===== src/rtl/axi4_lite_register_bank.sv =====
// -----------------------------------------------------------------------------
// axi4_lite_register_bank
//
// AXI4-lite slave register file sitting between the interconnect and a
// peripheral's control/status logic. It supports any register count from 1 to
// 256, byte-strobed writes, and per-register access modes:
//   - read-write (RW)
//   - read-only (RO): the value comes from i_reg_in
//   - write-1-to-clear (W1C): bits are set by hardware through i_hw_set
// If a register is marked both RO and W1C, RO takes priority.
//
// Handshakes go through a small write FSM and a small read FSM. There are no
// channel FIFOs.
//
// Optional feature macro: AXI4_LITE_REG_BANK_SLVERR_EN
//   defined   : out-of-range accesses respond SLVERR (2'b10)
//   undefined : every access responds OKAY (2'b00)
//
// Parameters:
//   N_REGS   register count (1..256)
//   DW       data width (32 or 64)
//   AW       byte address width
//   RO_MASK  bit i set -> register i is read-only
//   W1C_MASK bit i set -> register i is write-1-to-clear
//   RST_VAL  reset value of every RW/W1C register
//
// Ports:
//   i_aclk, i_aresetn                    clock, async active-low reset
//   i_awvalid/o_awready, i_awaddr        write address channel
//   i_wvalid/o_wready, i_wdata, i_wstrb  write data channel
//   o_bvalid/i_bready, o_bresp           write response channel
//   i_arvalid/o_arready, i_araddr        read address channel
//   o_rvalid/i_rready, o_rdata, o_rresp  read data channel
//   o_reg_out   register contents, register i at [i*DW +: DW]
//   i_reg_in    hardware values for RO registers
//   i_hw_set    per-bit set requests for W1C registers
//   o_wr_pulse  one-cycle strobe when register i is committed
//   o_rd_pulse  one-cycle strobe when register i is read (AR handshake)
// -----------------------------------------------------------------------------
module axi4_lite_register_bank #(
   parameter int unsigned        N_REGS   = 16,
   parameter int unsigned        DW       = 32,
   parameter int unsigned        AW       = 12,
   parameter logic [N_REGS-1:0]  RO_MASK  = '0,
   parameter logic [N_REGS-1:0]  W1C_MASK = '0,
   parameter logic [DW-1:0]      RST_VAL  = '0
) (
   input  logic                 i_aclk,
   input  logic                 i_aresetn,
   // write address
   input  logic                 i_awvalid,
   output logic                 o_awready,
   input  logic [AW-1:0]        i_awaddr,
   // write data
   input  logic                 i_wvalid,
   output logic                 o_wready,
   input  logic [DW-1:0]        i_wdata,
   input  logic [DW/8-1:0]      i_wstrb,
   // write response
   output logic                 o_bvalid,
   input  logic                 i_bready,
   output logic [1:0]           o_bresp,
   // read address
   input  logic                 i_arvalid,
   output logic                 o_arready,
   input  logic [AW-1:0]        i_araddr,
   // read data
   output logic                 o_rvalid,
   input  logic                 i_rready,
   output logic [DW-1:0]        o_rdata,
   output logic [1:0]           o_rresp,
   // register side
   output logic [N_REGS*DW-1:0] o_reg_out,
   input  logic [N_REGS*DW-1:0] i_reg_in,
   input  logic [N_REGS*DW-1:0] i_hw_set,
   output logic [N_REGS-1:0]    o_wr_pulse,
   output logic [N_REGS-1:0]    o_rd_pulse
);

   localparam int unsigned SW = DW / 8;
   localparam int unsigned LB = $clog2(SW);
   localparam int unsigned IW = AW - LB;

   localparam logic [1:0] RESP_OKAY = 2'b00;
`ifdef AXI4_LITE_REG_BANK_SLVERR_EN
   localparam logic [1:0] RESP_OOR  = 2'b10;
`else
   localparam logic [1:0] RESP_OOR  = 2'b00;
`endif

   // Write FSM encoding
   localparam logic [1:0] W_IDLE   = 2'd0;
   localparam logic [1:0] W_COMMIT = 2'd1;
   localparam logic [1:0] W_RESP   = 2'd2;

   // Read FSM encoding
   localparam logic R_IDLE = 1'b0;
   localparam logic R_DATA = 1'b1;

   // ---------------------------------------------------------------------------
   // Write path
   // ---------------------------------------------------------------------------
   logic [1:0]        r_wstate;
   logic              r_aw_held;
   logic              r_w_held;
   logic [AW-1:0]     r_awaddr;
   logic [DW-1:0]     r_wdata;
   logic [SW-1:0]     r_wstrb;
   logic [1:0]        r_bresp;

   logic              w_aw_hs;
   logic              w_w_hs;
   logic              w_commit;
   logic [IW-1:0]     w_widx;
   logic [N_REGS-1:0] w_wsel;
   logic              w_wrange;
   logic [DW-1:0]     w_bmask;

   assign o_awready = (r_wstate == W_IDLE) & ~r_aw_held;
   assign o_wready  = (r_wstate == W_IDLE) & ~r_w_held;
   assign o_bvalid  = (r_wstate == W_RESP);
   assign o_bresp   = r_bresp;

   assign w_aw_hs   = i_awvalid & o_awready;
   assign w_w_hs    = i_wvalid & o_wready;
   assign w_commit  = (r_wstate == W_COMMIT);
   assign w_widx    = r_awaddr[AW-1:LB];

   // One-hot decode of the held write address; all-zero when out of range
   always_comb begin
      w_wsel = '0;
      for (int i = 0; i < N_REGS; i++) begin
         w_wsel[i] = (w_widx == IW'(i));
      end
   end
   assign w_wrange = |w_wsel;

   always_comb begin
      w_bmask = '0;
      for (int b = 0; b < SW; b++) begin
         w_bmask[b*8 +: 8] = {8{r_wstrb[b]}};
      end
   end

   assign o_wr_pulse = w_commit ? w_wsel : '0;

   always_ff @(posedge i_aclk or negedge i_aresetn) begin
      if (!i_aresetn) begin
         r_wstate  <= W_IDLE;
         r_aw_held <= 1'b0;
         r_w_held  <= 1'b0;
         r_awaddr  <= '0;
         r_wdata   <= '0;
         r_wstrb   <= '0;
         r_bresp   <= RESP_OKAY;
      end else begin
         case (r_wstate)
            W_IDLE: begin
               if (w_aw_hs) begin
                  r_aw_held <= 1'b1;
                  r_awaddr  <= i_awaddr;
               end
               if (w_w_hs) begin
                  r_w_held <= 1'b1;
                  r_wdata  <= i_wdata;
                  r_wstrb  <= i_wstrb;
               end
               // Counting a same-cycle handshake as held saves a cycle of latency
               if ((r_aw_held | w_aw_hs) && (r_w_held | w_w_hs)) begin
                  r_wstate <= W_COMMIT;
               end
            end
            W_COMMIT: begin
               r_bresp  <= w_wrange ? RESP_OKAY : RESP_OOR;
               r_wstate <= W_RESP;
            end
            W_RESP: begin
               if (i_bready) begin
                  r_aw_held <= 1'b0;
                  r_w_held  <= 1'b0;
                  r_wstate  <= W_IDLE;
               end
            end
            default: r_wstate <= W_IDLE;
         endcase
      end
   end

   // ---------------------------------------------------------------------------
   // Register storage, one slice per register according to its access mode
   // ---------------------------------------------------------------------------
   for (genvar g = 0; g < N_REGS; g++) begin : g_reg
      if (RO_MASK[g]) begin : g_ro
         assign o_reg_out[g*DW +: DW] = i_reg_in[g*DW +: DW];
      end else if (W1C_MASK[g]) begin : g_w1c
         logic [DW-1:0] r_val;
         logic [DW-1:0] w_clr;

         assign w_clr = (w_commit && w_wsel[g]) ? (r_wdata & w_bmask) : '0;

         // Applying the set after the clear lets a coincident hardware set win
         always_ff @(posedge i_aclk or negedge i_aresetn) begin
            if (!i_aresetn) begin
               r_val <= RST_VAL;
            end else begin
               r_val <= (r_val & ~w_clr) | i_hw_set[g*DW +: DW];
            end
         end
         assign o_reg_out[g*DW +: DW] = r_val;
      end else begin : g_rw
         logic [DW-1:0] r_val;

         always_ff @(posedge i_aclk or negedge i_aresetn) begin
            if (!i_aresetn) begin
               r_val <= RST_VAL;
            end else if (w_commit && w_wsel[g]) begin
               r_val <= (r_val & ~w_bmask) | (r_wdata & w_bmask);
            end
         end
         assign o_reg_out[g*DW +: DW] = r_val;
      end
   end

   // ---------------------------------------------------------------------------
   // Read path
   // ---------------------------------------------------------------------------
   logic              r_rstate;
   logic [DW-1:0]     r_rdata;
   logic [1:0]        r_rresp;

   logic              w_ar_hs;
   logic [IW-1:0]     w_ridx;
   logic [N_REGS-1:0] w_rsel;
   logic              w_rrange;
   logic [DW-1:0]     w_rd_val;

   assign o_arready = (r_rstate == R_IDLE);
   assign o_rvalid  = (r_rstate == R_DATA);
   assign o_rdata   = r_rdata;
   assign o_rresp   = r_rresp;

   assign w_ar_hs = i_arvalid & o_arready;
   assign w_ridx  = i_araddr[AW-1:LB];

   always_comb begin
      w_rsel = '0;
      for (int i = 0; i < N_REGS; i++) begin
         w_rsel[i] = (w_ridx == IW'(i));
      end
   end
   assign w_rrange = |w_rsel;

   // o_reg_out already carries i_reg_in for RO slots, so one mux covers all
   // modes. An out-of-range index selects nothing and yields zero.
   always_comb begin
      w_rd_val = '0;
      for (int i = 0; i < N_REGS; i++) begin
         if (w_rsel[i]) begin
            w_rd_val = o_reg_out[i*DW +: DW];
         end
      end
   end

   assign o_rd_pulse = w_ar_hs ? w_rsel : '0;

   always_ff @(posedge i_aclk or negedge i_aresetn) begin
      if (!i_aresetn) begin
         r_rstate <= R_IDLE;
         r_rdata  <= '0;
         r_rresp  <= RESP_OKAY;
      end else begin
         case (r_rstate)
            R_IDLE: begin
               if (w_ar_hs) begin
                  r_rdata  <= w_rd_val;
                  r_rresp  <= w_rrange ? RESP_OKAY : RESP_OOR;
                  r_rstate <= R_DATA;
               end
            end
            R_DATA: begin
               if (i_rready) begin
                  r_rstate <= R_IDLE;
               end
            end
            default: r_rstate <= R_IDLE;
         endcase
      end
   end

   // Inputs that only matter for some register modes, plus ignored address bits
   logic w_unused;
   assign w_unused = ^{i_reg_in, i_hw_set, r_awaddr[LB-1:0], i_araddr[LB-1:0]};

endmodule


===== config.mk =====
export PLATFORM = sky130hd
export DESIGN_NAME = axi4_lite_register_bank
export DESIGN_NICKNAME = d
export VERILOG_FILES = /design/src/rtl/axi4_lite_register_bank.sv
export SDC_FILE = /design/constraint.sdc
export NUM_CORES = 1
export LEC_CHECK = 0
export BUFFER_PORTS_ARGS = -buffer_cell sky130_fd_sc_hd__buf_2
export CORE_AREA = 4 4 643 645
export DETAILED_ROUTE_END_ITERATION = 10
export DIE_AREA = 0 0 647 649
export GPL_TIMING_DRIVEN = 0
export PLACE_DENSITY_LB_ADDON = 0.3
export SLEW_MARGIN = 20
export SYNTH_ARGS = -nofsm -noshare
export SYNTH_HDL_FRONTEND = slang
export SYNTH_SLANG_ARGS = --single-unit

===== constraint.sdc =====
create_clock -name i_aclk -period 2.5 [get_ports i_aclk]
set_input_delay 0.625 -clock i_aclk [delete_from_list [all_inputs] [get_ports i_aclk]]
set_output_delay 0.625 -clock i_aclk [all_outputs]
set_load 0.005 [all_outputs]

==> Word level (Yosys, flattened, before mapping) <==
Cells that the tools add are included.
{ "op_classes": {"n_eq_ne": 36, "n_mux": 29, "bitwise": 44, "n_reduce_logical": 27} }
{ "op_table": {"columns": ["cell", "n"], "rows": [
  ["AND 32 bit", 17],
  ["two-way mux 32 bit", 16],
  ["bitwise OR 32 bit", 16],
  ["equality test 10 x 4 -> 1 bit, second input constant", 16],
  ["equality test 10 x 3 -> 1 bit, second input constant", 8],
  ["equality test 10 x 2 -> 1 bit, second input constant", 4],
  ["two-way mux 16 bit", 2],
  ["NOT 32 bit", 1],
  ["equality test 10 x 1 -> 1 bit, second input constant", 2],
  ["logical NOT 10 bit", 2],
  ["logical AND 1 bit", 17],
  ["AND reduction 2 bit", 4],
  ["one-hot mux 1 bit (2 select lines)", 3],
  ["one-hot mux 2 bit (3 select lines)", 1],
  ["AND reduction 3 bit", 2],
  ["AND 1 bit", 5],
  ["two-way mux 1 bit", 5],
  ["two-way mux 2 bit", 2],
  ["inequality test 2 x 1 -> 1 bit, second input constant", 2],
  ["inequality test 2 bit, second input constant", 2],
  ["NOT 1 bit", 3],
  ["equality test 2 x 1 -> 1 bit, second input constant", 1],
  ["equality test 2 bit, second input constant", 1],
  ["logical NOT 2 bit", 1],
  ["other kinds (2)", 3]
]} }
{ "word_totals": {"regBits": 597, "in_bits": 1091, "out_inout_bits": 585, "wordCells": 160} }

==> Depth between registers and ports, before layout <==
{ "depth": {"depth_word": 17, "mapped_depth": 10, "mapped_depth_nobuf": 6} }

==> Worst setup path before layout <==
OpenSTA, ideal clock, no wires.
{ "synth_timing": {"path_kind": "in2out", "start": "input port i_araddr[11]", "end": "output port o_rd_pulse[13]", "t_arrival_ns": 1.944, "required_ns": 1.875, "path_slack_ns": -0.069, "path_stages": 5, "n_path_buf": 1, "path_cell_list": "or4_1 -> nor4_4 -> nand2_1 -> clkbuf_1 -> nor2_1"} }
{ "synth_via": {"elab_chain_len": 2} }
{ "synth_lines": {"columns": ["element", "line_no", "rtl"], "rows": [
  ["start: declaration", "66", "input logic [AW-1:0] i_araddr,"],
  ["equality test 10 x 4 -> 1 bit", "248", "w_rsel[i] = (w_ridx == IW'(i));"],
  ["two-way mux 16 bit", "264", "assign o_rd_pulse = w_ar_hs ? w_rsel : '0;"],
  ["end: declaration", "77", "output logic [N_REGS-1:0] o_rd_pulse"]
]} }
No other way between the ends.

==> Worst setup path after layout <==
{ "layout_timing": {"start": "register r_awaddr[10]", "end": "output port o_wr_pulse[3]"} }
{ "layout_via": {"elab_chain_len": 2} }
{ "layout_lines": {"columns": ["element", "line_no", "rtl"], "rows": [
  ["start: declaration", "106", "logic [AW-1:0] r_awaddr;"],
  ["start signal: assignment", "161", "r_awaddr <= i_awaddr;"],
  ["equality test 10 x 2 -> 1 bit", "133", "w_wsel[i] = (w_widx == IW'(i));"],
  ["two-way mux 16 bit", "145", "assign o_wr_pulse = w_commit ? w_wsel : '0;"],
  ["end: declaration", "76", "output logic [N_REGS-1:0] o_wr_pulse,"]
]} }
No other way between the ends.

==> out/summary.log <==
INFO  timing         timing.fmax=322MHz
INFO  routing        drt-pass1-iter-count=8
INFO  clock_network  clock_tree_from_tritoncts=done
INFO  die            floorplan.initialDensity=6.77%
INFO  routing        routed-via-count=27100
INFO  yosys          netlist.top_cell.by_area=dfrtp_1
INFO  die            io-pin-count=1676
INFO  finish         final_layout_size_suffix_gt1_share=55.7%
INFO  die            floorplan.rows=235
INFO  power          static_leak=0.0203µW
INFO  timing         rsz_0062_raised_after_global_routing=yes
INFO  yosys          netlist_top_cells_count=dfrtp_1 (595), mux2_2 (542), nand2_1 (134), a21oi_1 (115), clkbuf_1 (109)
INFO  global_route   gr-usage-all-layers=13.3%
INFO  placed_design  port_buffers=641
INFO  timing         slew_headroom=13.5%
INFO  yosys          most_frequent_cell_after_synthesis=dfrtp_1
INFO  routing        first_iter_violations=3199
INFO  timing         final.min_clock_period=3100ps
INFO  clock_network  cts_root_buffer=clkbuf_16
INFO  power          sequentialPowerShare=39.8%
INFO  min_path       min_path_type=primary input to flip-flop
INFO  clock_network  clock_path_buffers=3
INFO  yosys          synth-edff-count=0
INFO  power          internal_power=19100µW
INFO  yosys          yosysWarningCount=0
INFO  yosys          synth-compound-area-share=10.5%
INFO  yosys          synth_sequential_area_ratio=53.9%
INFO  yosys          synthesized_area=27600µm²
INFO  setup_path     worstPathRequired=1880ps
INFO  global_route   number_of_global_route_vias_before_repair=26000
INFO  setup_path     setup.worst_path.start_class=flip-flop
INFO  setup_path     worst-path-max-fanout=10
INFO  global_route   grt_first_pass_wirelength=352000µm
INFO  finish         post-route-cell-area=44500µm²
INFO  yosys          synthXorXnorAreaFrac=0%
INFO  power          total_power=30700µW
INFO  outcome        violations=negative setup slack
INFO  timing         fin_skew=88.3ps
INFO  yosys          ys.flop_type=dfrtp_1
INFO  clock_network  clkTransAtPathRegs=60ps
INFO  placed_design  routabilityCongestion=0.909
INFO  power          gate_power_share=20.6%
INFO  routing        number_of_vias_per_cell_after_detailed_routing=3.13
INFO  flow_run       drv.max_cap_violation_count=0
INFO  yosys          synthArstFlopShare=100%
INFO  clock_network  clock-sinks=595
INFO  setup_path     timing.critical_path.arrival=2480ps
INFO  yosys          synth.area.mux_share=26.2%
INFO  global_route   grt_start_max_net_pins=90
INFO  routing        wire_per_inst=33.3µm
INFO  die            die_boundary_width=647µm
INFO  yosys          synth.top_cells.by_area=dfrtp_1 (54%), mux2_2 (22%), a21oi_1 (2.1%)
INFO  yosys          netlist-cell-type-count=72
INFO  placed_design  post_dp_hpwl=239000µm
INFO  finish         finish.net_count=4210
INFO  timing         timing.final.hold_violations=0
INFO  power          net-switching-power=11600µW
INFO  die            die-height=649µm
INFO  finish         final.fill_count=47000
INFO  clock_network  worstSkewPairLatency=760ps
INFO  global_route   grt_antenna_before_repair=61
INFO  yosys          synthesis.instances=2242
INFO  yosys          synth-adder-area-share=0%
INFO  timing         max_slew.worst_pin.slew=1300ps
INFO  yosys          synth_simple_gate_area_share=6.94%
INFO  setup_path     criticalPathCategory=flip-flop to output port
INFO  outcome        outcome=complete, but fails checks
INFO  die            core_region_area=408000µm²
INFO  routing        detail_route.wirelength=289000µm
INFO  placed_design  cell_area_placed=39000µm²
INFO  timing         worst_hold_slack_across_all_endpoints=63.5ps
INFO  timing         fin_ws=-602ps
INFO  timing         final-setup-viol-count=325
INFO  routing        post-route-drc-count=0
INFO  finish         layout-area-overhead-vs-synth=61.0%
INFO  yosys          synthesis.area_per_instance=12.3µm²
INFO  global_route   overflow=0
INFO  power          power_frac_clock=39.6%
INFO  yosys          combinational_family_with_the_most_area_after_synthesis=multiplexers
INFO  yosys          yosys_register_bits=595
INFO  yosys          synth.top_cell.area_share=53.9%
INFO  timing         setup_tns=-72020ps
INFO  power          power-per-cell-area=690nW/µm²
INFO  setup_path     timing.critical_path.to_type=output port
INFO  die            dieArea=420000µm²
INFO  clock_network  cts.htree.levels=3
INFO  timing         number_of_pins_exceeding_their_max_slew_limit_in_the_final_report=0
INFO  power          ir_drop=517µV
INFO  clock_network  cts-buffers-inserted=79
INFO  routing        antenna_violating_nets_post_route=0
INFO  power          power_switching_share=37.9%
INFO  timing         final_min_period_over_clock_period=124%
==> worst max-delay path, cell delays in order (launching register included) <==
cell and delay, ps:
dfrtp_1 400, nor4b_4 340, nand2_4 170, buf_8 210
buf_2 200, nor4_1 250, buf_2 170
==> layout by cell type (no fill, tap or decap), types with 15 or more instances in the layout <==
cell type  instances
clkbuf_16         86
mux2_2           536
nand2_2           21
nand2_8           19
clkbuf_2          31
buf_12            27
nor2_4            17
buf_4             98
a21oi_1          110
a22oi_1           17
nor2b_1           17
mux2_1            28
mux2i_1           44
buf_16            24
a31oi_1           19
buf_2            642
nor3_1            21
diode_2           25
nand2_1           81
nand3_1           22
clkbuf_1          52
a211oi_1          15
buf_8             16
buf_6             48
dfrtp_1          585
o21ai_0           91
o22ai_1           31
nor2_1            79
nor3_4            18
mux2_4            16
nand2_4           18
clkbuf_8          31
o211ai_1          17
==> power groups by stage <==
| stage | Clock [µW] | Combinational (µW) | Sequential, µW |
|---|---|---|---|
| after floorplan | 0 | 2210 | 11200 |
| after global placement | 0 | 5530 | 12200 |
| after detailed placement | 0 | 5860 | 12200 |
| after CTS | 12300 | 6350 | 12200 |
| after global routing | 12700 | 6590 | 12300 |
| final | 12100 | 6330 | 12200 |
==> logic make-up (layout without fill, tap and decap cells) <==
logic type | count (synthesis) | after routing
AO/OA/AOI/OAI | 442 | 442
flip-flops | 595 | 595
AND/OR/NAND/NOR | 395 | 395
multiplexers | 638 | 638
buffers and inverters | 171 | 1106
other | 1 | 29
==> stage by stage <==
step,util (%),std cells,setup WS (ps)
5_1_grt,10.9,8635,-716
4_1_cts,10.8,8628,-793
3_3_place_gp,9.23,8337,-13150
6_report,10.9,8656,-602
3_5_place_dp,9.57,8397,-2960
2_1_floorplan,-,2245,-46.1
==> path summary, 6_finish.rpt <==
check	start	to	cells past startpoint	slack (ps)
setup / recovery	r_awaddr[10]$_DFFE_PN0P_	o_wr_pulse[3]	6	-600
hold / removal	i_rready	o_rvalid$_DFF_PN0_	2	60
setup reg to reg	r_awaddr[4]$_DFFE_PN0P_	flip-flop	5	-530
hold reg to reg	o_rdata[29]$_DFFE_PN0P_	o_rdata[29]$_DFFE_PN0P_	2	510
max in group asynchronous	i_aresetn	o_rdata[14]$_DFFE_PN0P_	6	190
min in group asynchronous	i_aresetn	async pin	3	500
==> layout make-up <==
cell class / count / area (µm²) / area share (%)
antenna: 25 / 62.6 / 0.141
tap: 5451 / 6820 / 15.3
clock buffer: 116 / 2330 / 5.23
timing repair buffer: 807 / 5460 / 12.3
multi-input combinational: 1479 / 13300 / 29.8
inverter: 12 / 58.8 / 0.132
buffer: 145 / 1180 / 2.65
clock inverter: 26 / 399 / 0.897
sequential: 595 / 14900 / 33.5
==> metal layers <==
metal | routed length, µm | vias up | track usage [%]
li1 | - | 10100 | -
met1 | 107000 | 14600 | 15.0
met2 | 132000 | 1867 | 21.5
met3 | 32000 | 487 | 5.53
met4 | 17000 | 16 | 6.19
met5 | 108 | - | 0
==> what timing repair did <==
| action | in CTS | in global routing |
|---|---|---|
| endpoints found under the hold margin | 38 | 0 |
| pin swaps | 42 | 25 |
| resized for setup | 414 | 54 |
| endpoints found under the setup margin | 577 | 616 |
| hold buffers | 2 | 0 |
| buffers inserted | 97 | 20 |
| gates cloned | 0 | 1 |
Power figures use the tool's default switching activity.
